### src/rtl/trace_bp_pkg.sv
// Shared types and helpers for the multi-channel trace backpressure arbiter.
package trace_bp_pkg;

  typedef enum logic {
    REC_SAMPLE = 1'b0,
    REC_COUNT  = 1'b1
  } rec_type_e;

  // Channel-id field width; a single channel still carries a 1-bit id.
  function automatic int id_w_f(input int n);
    return (n <= 1) ? 1 : $clog2(n);
  endfunction

endpackage

### src/rtl/trace_bp_arbiter_if.sv
// Bundle of the per-channel sample inputs and the merged valid/ready FIFO side.
interface trace_bp_arbiter_if #(
  parameter int channels_p     = 2,
  parameter int sample_width_p = 4,
  parameter int rec_w_p        = 1 + trace_bp_pkg::id_w_f(channels_p) + sample_width_p
);
  logic [channels_p-1:0]                sample_valid;
  logic [channels_p*sample_width_p-1:0] sample_data;
  logic [rec_w_p-1:0]                   fifo_data;
  logic                                 fifo_valid;
  logic                                 fifo_ready;

  modport master (
    output sample_valid, sample_data, fifo_ready,
    input  fifo_data, fifo_valid
  );

  modport slave (
    input  sample_valid, sample_data, fifo_ready,
    output fifo_data, fifo_valid
  );
endinterface

### src/rtl/trace_bp_arbiter_rr.sv
// Round-robin arbiter: one-hot grant from requests and a rotating priority pointer.
module trace_rr_arbiter #(
  parameter int n_p    = 2,
  parameter int id_w_p = 1
) (
  input  logic              clk,
  input  logic              rst,
  input  logic [n_p-1:0]    req,
  input  logic              grant_en,
  output logic [n_p-1:0]    grant,
  output logic [id_w_p-1:0] grant_idx
);
  logic [id_w_p-1:0] ptr_reg;

  // Scan priority slots ptr, ptr+1, ... and take the first requester.
  always_comb begin : p_pick
    logic found;
    found     = 1'b0;
    grant     = '0;
    grant_idx = '0;
    for (int i = 0; i < n_p; i++) begin
      for (int c = 0; c < n_p; c++) begin
        if (!found && req[c] &&
            ((int'(ptr_reg) + i == c) || (int'(ptr_reg) + i == c + n_p))) begin
          found     = 1'b1;
          grant[c]  = 1'b1;
          grant_idx = id_w_p'(c);
        end
      end
    end
  end

  always_ff @(posedge clk or posedge rst) begin
    if (rst) begin
      ptr_reg <= '0;
    end else if (grant_en) begin
      ptr_reg <= (int'(grant_idx) == n_p - 1) ? '0 : grant_idx + 1'b1;
    end
  end

endmodule

### src/rtl/trace_bp_arbiter.sv
// Merges channels_p trace sample streams into one valid/ready record stream with drop counting.
// Define TRACE_BP_SAT_EN to make drop counters saturate instead of wrapping.
module trace_bp_arbiter
  import trace_bp_pkg::*;
#(
  parameter int channels_p      = 2,
  parameter int sample_width_p  = 4,
  parameter int counter_width_p = 4
) (
  input logic               clk,
  input logic               rst,
  trace_bp_arbiter_if.slave bus
);
  localparam int ID_W = id_w_f(channels_p);
  localparam int SW   = sample_width_p;
  localparam int CW   = counter_width_p;

  typedef struct packed {
    rec_type_e         is_count;
    logic [ID_W-1:0]   chan_id;
    logic [SW-1:0]     payload;
  } rec_t;

  logic                     slot_free;
  logic                     grant_en;
  logic [channels_p-1:0]    req;
  logic [channels_p-1:0]    grant;
  logic [channels_p-1:0]    dirty;
  logic [ID_W-1:0]          grant_idx;
  logic [CW-1:0]            drop_cnt_reg [channels_p];
  logic [channels_p*CW-1:0] cnt_inc;
  rec_t                     rec_next;
  rec_t                     rec_reg;
  logic                     valid_reg;

  assign slot_free = !valid_reg || bus.fifo_ready;
  assign grant_en  = |req;

  generate
    for (genvar gi = 0; gi < channels_p; gi++) begin : g_chan
      assign dirty[gi] = (drop_cnt_reg[gi] != '0);
      assign req[gi]   = slot_free && (bus.sample_valid[gi] || dirty[gi]);
`ifdef TRACE_BP_SAT_EN
      assign cnt_inc[gi*CW +: CW] = (&drop_cnt_reg[gi]) ? drop_cnt_reg[gi]
                                                          : drop_cnt_reg[gi] + 1'b1;
`else
      assign cnt_inc[gi*CW +: CW] = drop_cnt_reg[gi] + 1'b1;
`endif
    end
  endgenerate

  trace_rr_arbiter #(
    .n_p    (channels_p),
    .id_w_p (ID_W)
  ) u_rr (
    .clk       (clk),
    .rst       (rst),
    .req       (req),
    .grant_en  (grant_en),
    .grant     (grant),
    .grant_idx (grant_idx)
  );

  // A dirty winner must flush its count before any further sample from it.
  always_comb begin
    rec_next = '0;
    for (int c = 0; c < channels_p; c++) begin
      if (grant[c]) begin
        rec_next.chan_id = ID_W'(c);
        if (dirty[c]) begin
          rec_next.is_count = REC_COUNT;
          rec_next.payload  = SW'(drop_cnt_reg[c]);
        end else begin
          rec_next.is_count = REC_SAMPLE;
          rec_next.payload  = bus.sample_data[c*SW +: SW];
        end
      end
    end
  end

  always_ff @(posedge clk or posedge rst) begin
    if (rst) begin
      for (int c = 0; c < channels_p; c++) begin
        drop_cnt_reg[c] <= '0;
      end
    end else begin
      for (int c = 0; c < channels_p; c++) begin
        if (grant[c] && dirty[c]) begin
          drop_cnt_reg[c] <= bus.sample_valid[c] ? CW'(1) : '0;
        end else if (!grant[c] && bus.sample_valid[c]) begin
          drop_cnt_reg[c] <= cnt_inc[c*CW +: CW];
        end
      end
    end
  end

  always_ff @(posedge clk or posedge rst) begin
    if (rst) begin
      valid_reg <= 1'b0;
      rec_reg   <= '0;
    end else if (grant_en) begin
      valid_reg <= 1'b1;
      rec_reg   <= rec_next;
    end else if (bus.fifo_ready) begin
      valid_reg <= 1'b0;
    end
  end

  assign bus.fifo_data  = rec_reg;
  assign bus.fifo_valid = valid_reg;

endmodule

### src/flat_wrapper.sv
// flat-port wrapper written by rule: the top's interface ports become plain ports
module trace_bp_arbiter_flat import trace_bp_pkg::*;
#(
  parameter int channels_p      = 2,
  parameter int sample_width_p  = 4,
  parameter int counter_width_p = 4
)
  (clk, rst, bus_sample_valid, bus_sample_data, bus_fifo_ready, bus_fifo_data, bus_fifo_valid);
  trace_bp_arbiter_if #(.channels_p(channels_p), .sample_width_p(sample_width_p)) bus_i ();
  input logic clk;
  input logic rst;
  input wire logic [$bits(bus_i.sample_valid)-1:0] bus_sample_valid;
  input wire logic [$bits(bus_i.sample_data)-1:0] bus_sample_data;
  input wire logic [$bits(bus_i.fifo_ready)-1:0] bus_fifo_ready;
  output wire logic [$bits(bus_i.fifo_data)-1:0] bus_fifo_data;
  output wire logic [$bits(bus_i.fifo_valid)-1:0] bus_fifo_valid;
  assign bus_i.sample_valid = bus_sample_valid;
  assign bus_i.sample_data = bus_sample_data;
  assign bus_i.fifo_ready = bus_fifo_ready;
  assign bus_fifo_data = bus_i.fifo_data;
  assign bus_fifo_valid = bus_i.fifo_valid;
  trace_bp_arbiter #(.channels_p(channels_p), .sample_width_p(sample_width_p), .counter_width_p(counter_width_p)) u_core (.clk(clk), .rst(rst), .bus(bus_i));
endmodule
### config.mk
export PLATFORM = sky130hd
export DESIGN_NAME = trace_bp_arbiter_flat
export DESIGN_NICKNAME = d
export VERILOG_FILES = /design/src/rtl/trace_bp_pkg.sv /design/src/rtl/trace_bp_arbiter_if.sv /design/src/rtl/trace_bp_arbiter_rr.sv /design/src/rtl/trace_bp_arbiter.sv /design/src/flat_wrapper.sv
export SDC_FILE = /design/constraint.sdc
export NUM_CORES = 1
export LEC_CHECK = 0
export ABC_AREA = 1
export CORE_MARGIN = 5
export CORE_UTILIZATION = 50
export CTS_CLUSTER_DIAMETER = 60
export DETAILED_ROUTE_END_ITERATION = 12
export PLACE_DENSITY_LB_ADDON = 0.08
export SETUP_SLACK_MARGIN = 0.05
export SLEW_MARGIN = 30
export SYNTH_ARGS = -nofsm -noshare
export SYNTH_HDL_FRONTEND = slang
export SYNTH_HIERARCHICAL = 1
export SYNTH_SLANG_ARGS = --single-unit
### constraint.sdc
create_clock -name clk -period 2.3 [get_ports clk]
set_clock_uncertainty 0.15 [all_clocks]
set_input_delay 0.575 -clock clk [delete_from_list [all_inputs] [get_ports clk]]
set_output_delay 0.575 -clock clk [all_outputs]
set_load 0.005 [all_outputs]
* After elaboration in Yosys (flattened, before gate mapping) *
Index checks and enable logic that the tools add are counted.

storage, ports and cells
  word-level logic and storage cells = 69
  output and inout port bits = 7
  register bits after elaboration = 16
  bits of input ports = 13

operators by class
  equality and inequality tests = 3
  $add $sub $neg = 4
  reduce and logical (&&, ||, !) cells = 32
  muxes and demuxes = 23

operator list
  cell                                                                    number
  32-bit zero test                                                        2
  32-bit by 2-bit equality test with 1-bit output, second input constant  1
  32-bit by 3-bit equality test with 1-bit output, second input constant  1
  4-bit two-way mux                                                       6
  1-bit two-way mux                                                       15
  1-bit logical AND                                                       13
  6-bit two-way mux                                                       2
  4-bit by 1-bit adder with 4-bit output, second input constant           2
  4-bit nonzero test                                                      2
  1-bit zero test                                                         6
  2-bit nonzero test                                                      3
  1-bit logical OR                                                        5
  1-bit by 1-bit adder with 2-bit output, second input constant           1
  2-bit equality test, second input constant                              1
  2-bit OR reduction                                                      1
  1-bit adder, second input constant                                      1

* Logic depth before layout (Yosys ltp) *
  depth in word-level cells = 21
  depth in mapped cells = 14
  depth with buffers taken out = 13

* Modules after synthesis *
The synthesis kept the hierarchy.

by module, submodules not included
  module            instances  area each (um^2)  seq. area each (um^2)  cells each
  trace_bp_arbiter  1          939.7             375.4                  124
  trace_rr_arbiter  1          68.8              25.0                   12

* Worst setup path after synthesis *
No wires, ideal clock.

  path type = register to register
  from = register u_core/drop_cnt_reg[0] (netlist bit)
  to = register u_core.rec_reg (netlist bit u_core/bus.fifo_data[1])
  stages on the path, launching flop included = 14
  arrival = 1.837 ns
  setup slack = 0.247 ns
  buffers on the path = 1
  data required time = 2.084 ns
  cell sequence = dfrtp_1 > inv_1 > ha_1 > nand2_2 > o21ai_4 > inv_2 > nand2_1 > nand2_1 > buf_2 > nor2_1 > nand3_1 > nand2_1 > nand2_1 > nand2_1

on the way
  cells in the longest elaborated chain, start to end = 15
  elaborated cells between the ends (all ways) = 20
  classes of those cells = 8 x mux; 12 x reduce/logical

RTL lines
  what                               line                       text
  from (decl)                        trace_bp_arbiter.sv:30     logic [CW-1:0] drop_cnt_reg [channels_p];
  from (signal, indexed assignment)  trace_bp_arbiter.sv:89     drop_cnt_reg[c] <= bus.sample_valid[c] ? CW'(1) : '0;
  from (signal, indexed assignment)  trace_bp_arbiter.sv:91     drop_cnt_reg[c] <= cnt_inc[c*CW +: CW];
  4-bit nonzero test (*)             trace_bp_arbiter.sv:41     assign dirty[gi] = (drop_cnt_reg[gi] != '0);
  1-bit logical OR (*)               trace_bp_arbiter.sv:42     assign req[gi] = slot_free && (bus.sample_valid[gi] || dirty[gi]);
  1-bit logical AND (*)              trace_bp_arbiter.sv:42
  named net u_core.req[1]            trace_bp_arbiter.sv:26     logic [channels_p-1:0] req;
  1-bit logical AND (2 in a row)     trace_bp_arbiter_rr.sv:23  if (!found && req[c] &&
  1-bit two-way mux                  trace_bp_arbiter_rr.sv:23
  1-bit zero test                    trace_bp_arbiter_rr.sv:23
  1-bit logical AND (2 in a row)     trace_bp_arbiter_rr.sv:23
  1-bit two-way mux                  trace_bp_arbiter_rr.sv:23
  1-bit zero test                    trace_bp_arbiter_rr.sv:23
  1-bit logical AND (2 in a row)     trace_bp_arbiter_rr.sv:23
  1-bit two-way mux (*)              trace_bp_arbiter_rr.sv:23
  named net u_core.grant[1]          trace_bp_arbiter.sv:27     logic [channels_p-1:0] grant;
  6-bit two-way mux (*)              trace_bp_arbiter.sv:68     if (grant[c]) begin
  to (signal assigned)               trace_bp_arbiter.sv:103    rec_reg <= rec_next;
  to (decl)                          trace_bp_arbiter.sv:33     rec_t rec_reg;

Mark *: on every way through the listed nets, which the timed path passes. The rest lies on a longest branch.
A chain may end at the register's enable or synchronous reset.

* Final worst setup path *
  from = input bus_fifo_ready
  to = register u_core/drop_cnt_reg[3] (netlist bit)

on the way
  elaborated cells between the ends (all ways) = 23
  classes of those cells = 6 x mux; 17 x reduce/logical

RTL lines
  what                                 line                       text
  from (decl)                          flat_wrapper.sv:14         input wire logic [$bits(bus_i.fifo_ready)-1:0] bus_fifo_ready;
  1-bit logical OR (*)                 trace_bp_arbiter.sv:36     assign slot_free = !valid_reg || bus.fifo_ready;
  1-bit logical AND (*)                trace_bp_arbiter.sv:42
  named net u_core.req[1]              trace_bp_arbiter.sv:26
  1-bit logical AND (2 in a row)       trace_bp_arbiter_rr.sv:23
  1-bit two-way mux                    trace_bp_arbiter_rr.sv:23
  1-bit zero test                      trace_bp_arbiter_rr.sv:23
  1-bit logical AND (2 in a row)       trace_bp_arbiter_rr.sv:23
  1-bit two-way mux                    trace_bp_arbiter_rr.sv:23
  1-bit zero test                      trace_bp_arbiter_rr.sv:23
  1-bit logical AND (2 in a row)       trace_bp_arbiter_rr.sv:23
  1-bit two-way mux (*)                trace_bp_arbiter_rr.sv:23
  named net u_core.grant[1]            trace_bp_arbiter.sv:27
  1-bit zero test                      trace_bp_arbiter.sv:90     end else if (!grant[c] && bus.sample_valid[c]) begin
  1-bit logical AND                    trace_bp_arbiter.sv:90
  2-bit nonzero test (no source line)  --

Marked as above.

==> summary.md <==
| Metric | Value |
|---|---|
| Status | finished, final reports clean |
| Initial Util | 0.5174 |
| Maxcap violations | 0 |
| CTS tree | built |
| Synth warnings | 6 |
| Syn nets | between 150 and 200 |
| Largest register FFs | 8 |
| CP max FO | 7 |
| Io pins | 20 |
| NetSw | 0.0008242 W |
| Vias per inst | 5.154 |
| Fillers | 170 |
| Unrepaired setup endpoints after global routing | false |
| Share of layout cells above drive strength 1 | 0.1726 |
| Startpoint Class | primary input |
| Worst r2r path cells | 12 |
| Slew @ Worst Pin | 0.5546 ns |
| Ant diodes | 0 |
| Worst reg-to-reg setup slack | 0.26 ns |
| CTS Sinks | 16 |
| Final Cycle Share | 0.8909 |
| Hold slack | 0.3042 ns |
| Routed wire length | 2.325 mm |
| Worst setup path class | in2reg |
| Clock Path Buffers | 2 |
| Clock Tree Root | clkbuf_4 |
| FF-to-FF End | u_core/bus.fifo_data[1]$_DFFE_PP0P_ |
| DP Area | 1314 um2 |
| Vias | around 1,000 |
| Area used by multi-input combinational logic | 538.0 um2 |
| Worst Hold Class | in2async |
| Mapped Area | 1005 um2 |
| Die ar. | 3006 um2 |
| Rows | 16 |
| Die width | 54.83 um |
| Total GRT Usage | 0.1787 |
| Sw frac | 0.4593 |
| DR DRC count | 0 |
| Crit path time final | 2.049 ns |
| Detailed Route Iter0 Violations | 35 |
| TritonRoute pass-1 iters | 4 |
| Synthesized instance count | 135 |
| Cell Pwr Density | roughly 1300 nW/um2 |
| Combinational Power Share | 0.643 |
| Slowest cell on the critical path | clkdlybuf4s50_1 |
| Reg clk slew, reported paths | 0.09 ns |
| P_leak | 0.7015 nW |
| Syn avg cell area | 7.442 um2 |
| Die Ht | between 50 and 60 um |
| Fin area | 1354 um2 |
| CP peak stage delay | 0.46 ns |
| Largest delay share family, worst path | buffers and inverters |
| Fin nets | roughly 190 |
| Fin Setup TNS | 0 ns |
| Routed WL per cell | around 12 um |
| CP Capture Type | flip-flop |
| Final setup viols | 0 |
| CORE AREA | around 1900 um2 |
| Post-CTS setup buffers | 0 |
| CTS-repair resized insts | 0 |
| GRT overflow | 0 |
| Worst path bufs/invs | 4 |
| H-tree Lvls | 1 |
| Critical path, cell by cell | clkdlybuf4s50_1 > inv_1 > nand2_1 > o21ai_4 > inv_2 > nand2_1 > nand2_2 > inv_1 > nand2_1 > nand2_1 > o22ai_1 |
| Share of total power in sequential cells | 0.280 |
| Max-slew violations | 0 |
| Largest net degree at the start of global routing | 16 |
| Worst R2R Start | u_core/drop_cnt_reg[1]$_DFFE_PP0P_ |
| Final Wtd Congestion | 0.9010 |
| Initial antenna violation count | 0 |
| Share of power burned in the clock network | 0.078 |
| CTS Hold Buffers Added | 0 |
| Clk_lat worst skew | 0.28 ns |
| Peak supply drop | 0.8267 mV |
| Final hold vios | 0 |
| CP required | between 2 and 2.5 ns |
| Cts bufs inserted | 3 |
| FMAX | slightly below 0.5 GHz |
| IO buf count | 19 |
| CP dominant cell by count | nand2_1 |
| Flip-flop and latch area | 400.4 um2 |
| Post-route ant nets | 0 |
| Slew margin rel. | 0.6298 |
| Internal power component | 0.0009704 W |
| Number of global-route vias before repair | 978 |
| Crit path DAT | roughly 2.1 ns |
| Final HPWL from detailed placement | 1.856 mm |
| Area growth from synthesis to layout | 34.74% |
| First-pass GRT wire length | between 3 and 4 mm |
layout by cell type, fill, tap and decap left out:
master / n
ha_1: 2
nand2_2: 3
o21ai_4: 2
xor2_1: 1
clkbuf_4: 3
inv_1: 19
buf_4: 12
o211ai_1: 2
ha_2: 2
o21ai_0: 3
inv_2: 2
nand2_4: 2
clkdlybuf4s50_1: 19
o21ai_1: 4
nand2_1: 40
dfrtp_1: 16
a21oi_1: 4
nand3_1: 28
o22ai_1: 1
nor2_4: 3
worst register-to-register path, stage by stage, from the launching register on:
cell	delay [ns]
dfrtp_1	0.42
inv_1	0.13
ha_2	0.25
nand2_2	0.12
o21ai_4	0.16
inv_2	0.05
a21oi_1	0.18
inv_1	0.13
nor2_4	0.13
nand3_1	0.11
nand2_1	0.08
nand2_1	0.05
nand2_1	0.05
layer usage:
layer / share of wire / track usage / vias to the layer above / wire, um
li1: - / - / 506 / -
met1: 0.44 / 0.2187 / 461 / 1014
met2: 0.51 / 0.2953 / 32 / 1185
met3: 0.039 / 0.02997 / 6 / 90
met4: 0.015 / 0.09544 / 0 / 36
met5: 0 / 0 / - / 0
per-stage QoR:
step / setup WS [ns] / instances / utilization / total power (W)
after floorplan: 0.2556 / 135 / - / 0.001196
after global placement: -0.08411 / 192 / 0.6765 / 0.001582
after detailed placement: -0.1039 / 192 / 0.6765 / 0.001609
after CTS: 0.1389 / 195 / 0.6881 / 0.001764
after global routing: 0.09233 / 195 / 0.6972 / 0.001968
final: 0.2509 / 195 / 0.6972 / 0.001795
worst max path at each step:
stage                                        from                                  end  slack [ns]  cells after the start
2_1_floorplan  u_core/drop_cnt_reg[0]$_DFFE_PP0P_  u_core/bus.fifo_data[1]$_DFFE_PP0P_        0.26                     12
3_3_place_gp                       bus_fifo_ready  u_core/bus.fifo_data[1]$_DFFE_PP0P_       -0.08                     13
3_5_place_dp                       bus_fifo_ready  u_core/bus.fifo_data[1]$_DFFE_PP0P_       -0.10                     13
4_1_cts        u_core/drop_cnt_reg[1]$_DFFE_PP0P_  u_core/bus.fifo_data[1]$_DFFE_PP0P_        0.14                     12
5_1_grt        u_core/drop_cnt_reg[1]$_DFFE_PP0P_   u_core/drop_cnt_reg[7]$_DFFE_PP0P_        0.09                     11
6_report                           bus_fifo_ready   u_core/drop_cnt_reg[3]$_DFFE_PP0P_        0.25                     11
power groups by stage:
stage          logic (W)  clock network, W  registers, W
5_1_grt          0.00129          0.000158      0.000515
6_report         0.00115          0.000139      0.000502
3_3_place_gp     0.00108                 0      0.000500
4_1_cts          0.00111          0.000148      0.000501
2_1_floorplan   0.000704                 0      0.000491
3_5_place_dp     0.00110                 0      0.000508
cell type report:
type                       instances  share of cell area
timing repair buffer              31              0.2070
multi-input combinational         97              0.3974
sequential                        16              0.2957
tap                               27             0.02495
clock buffer                       3             0.01664
inverter                          21             0.05823
Power figures use the tool's default switching activity.
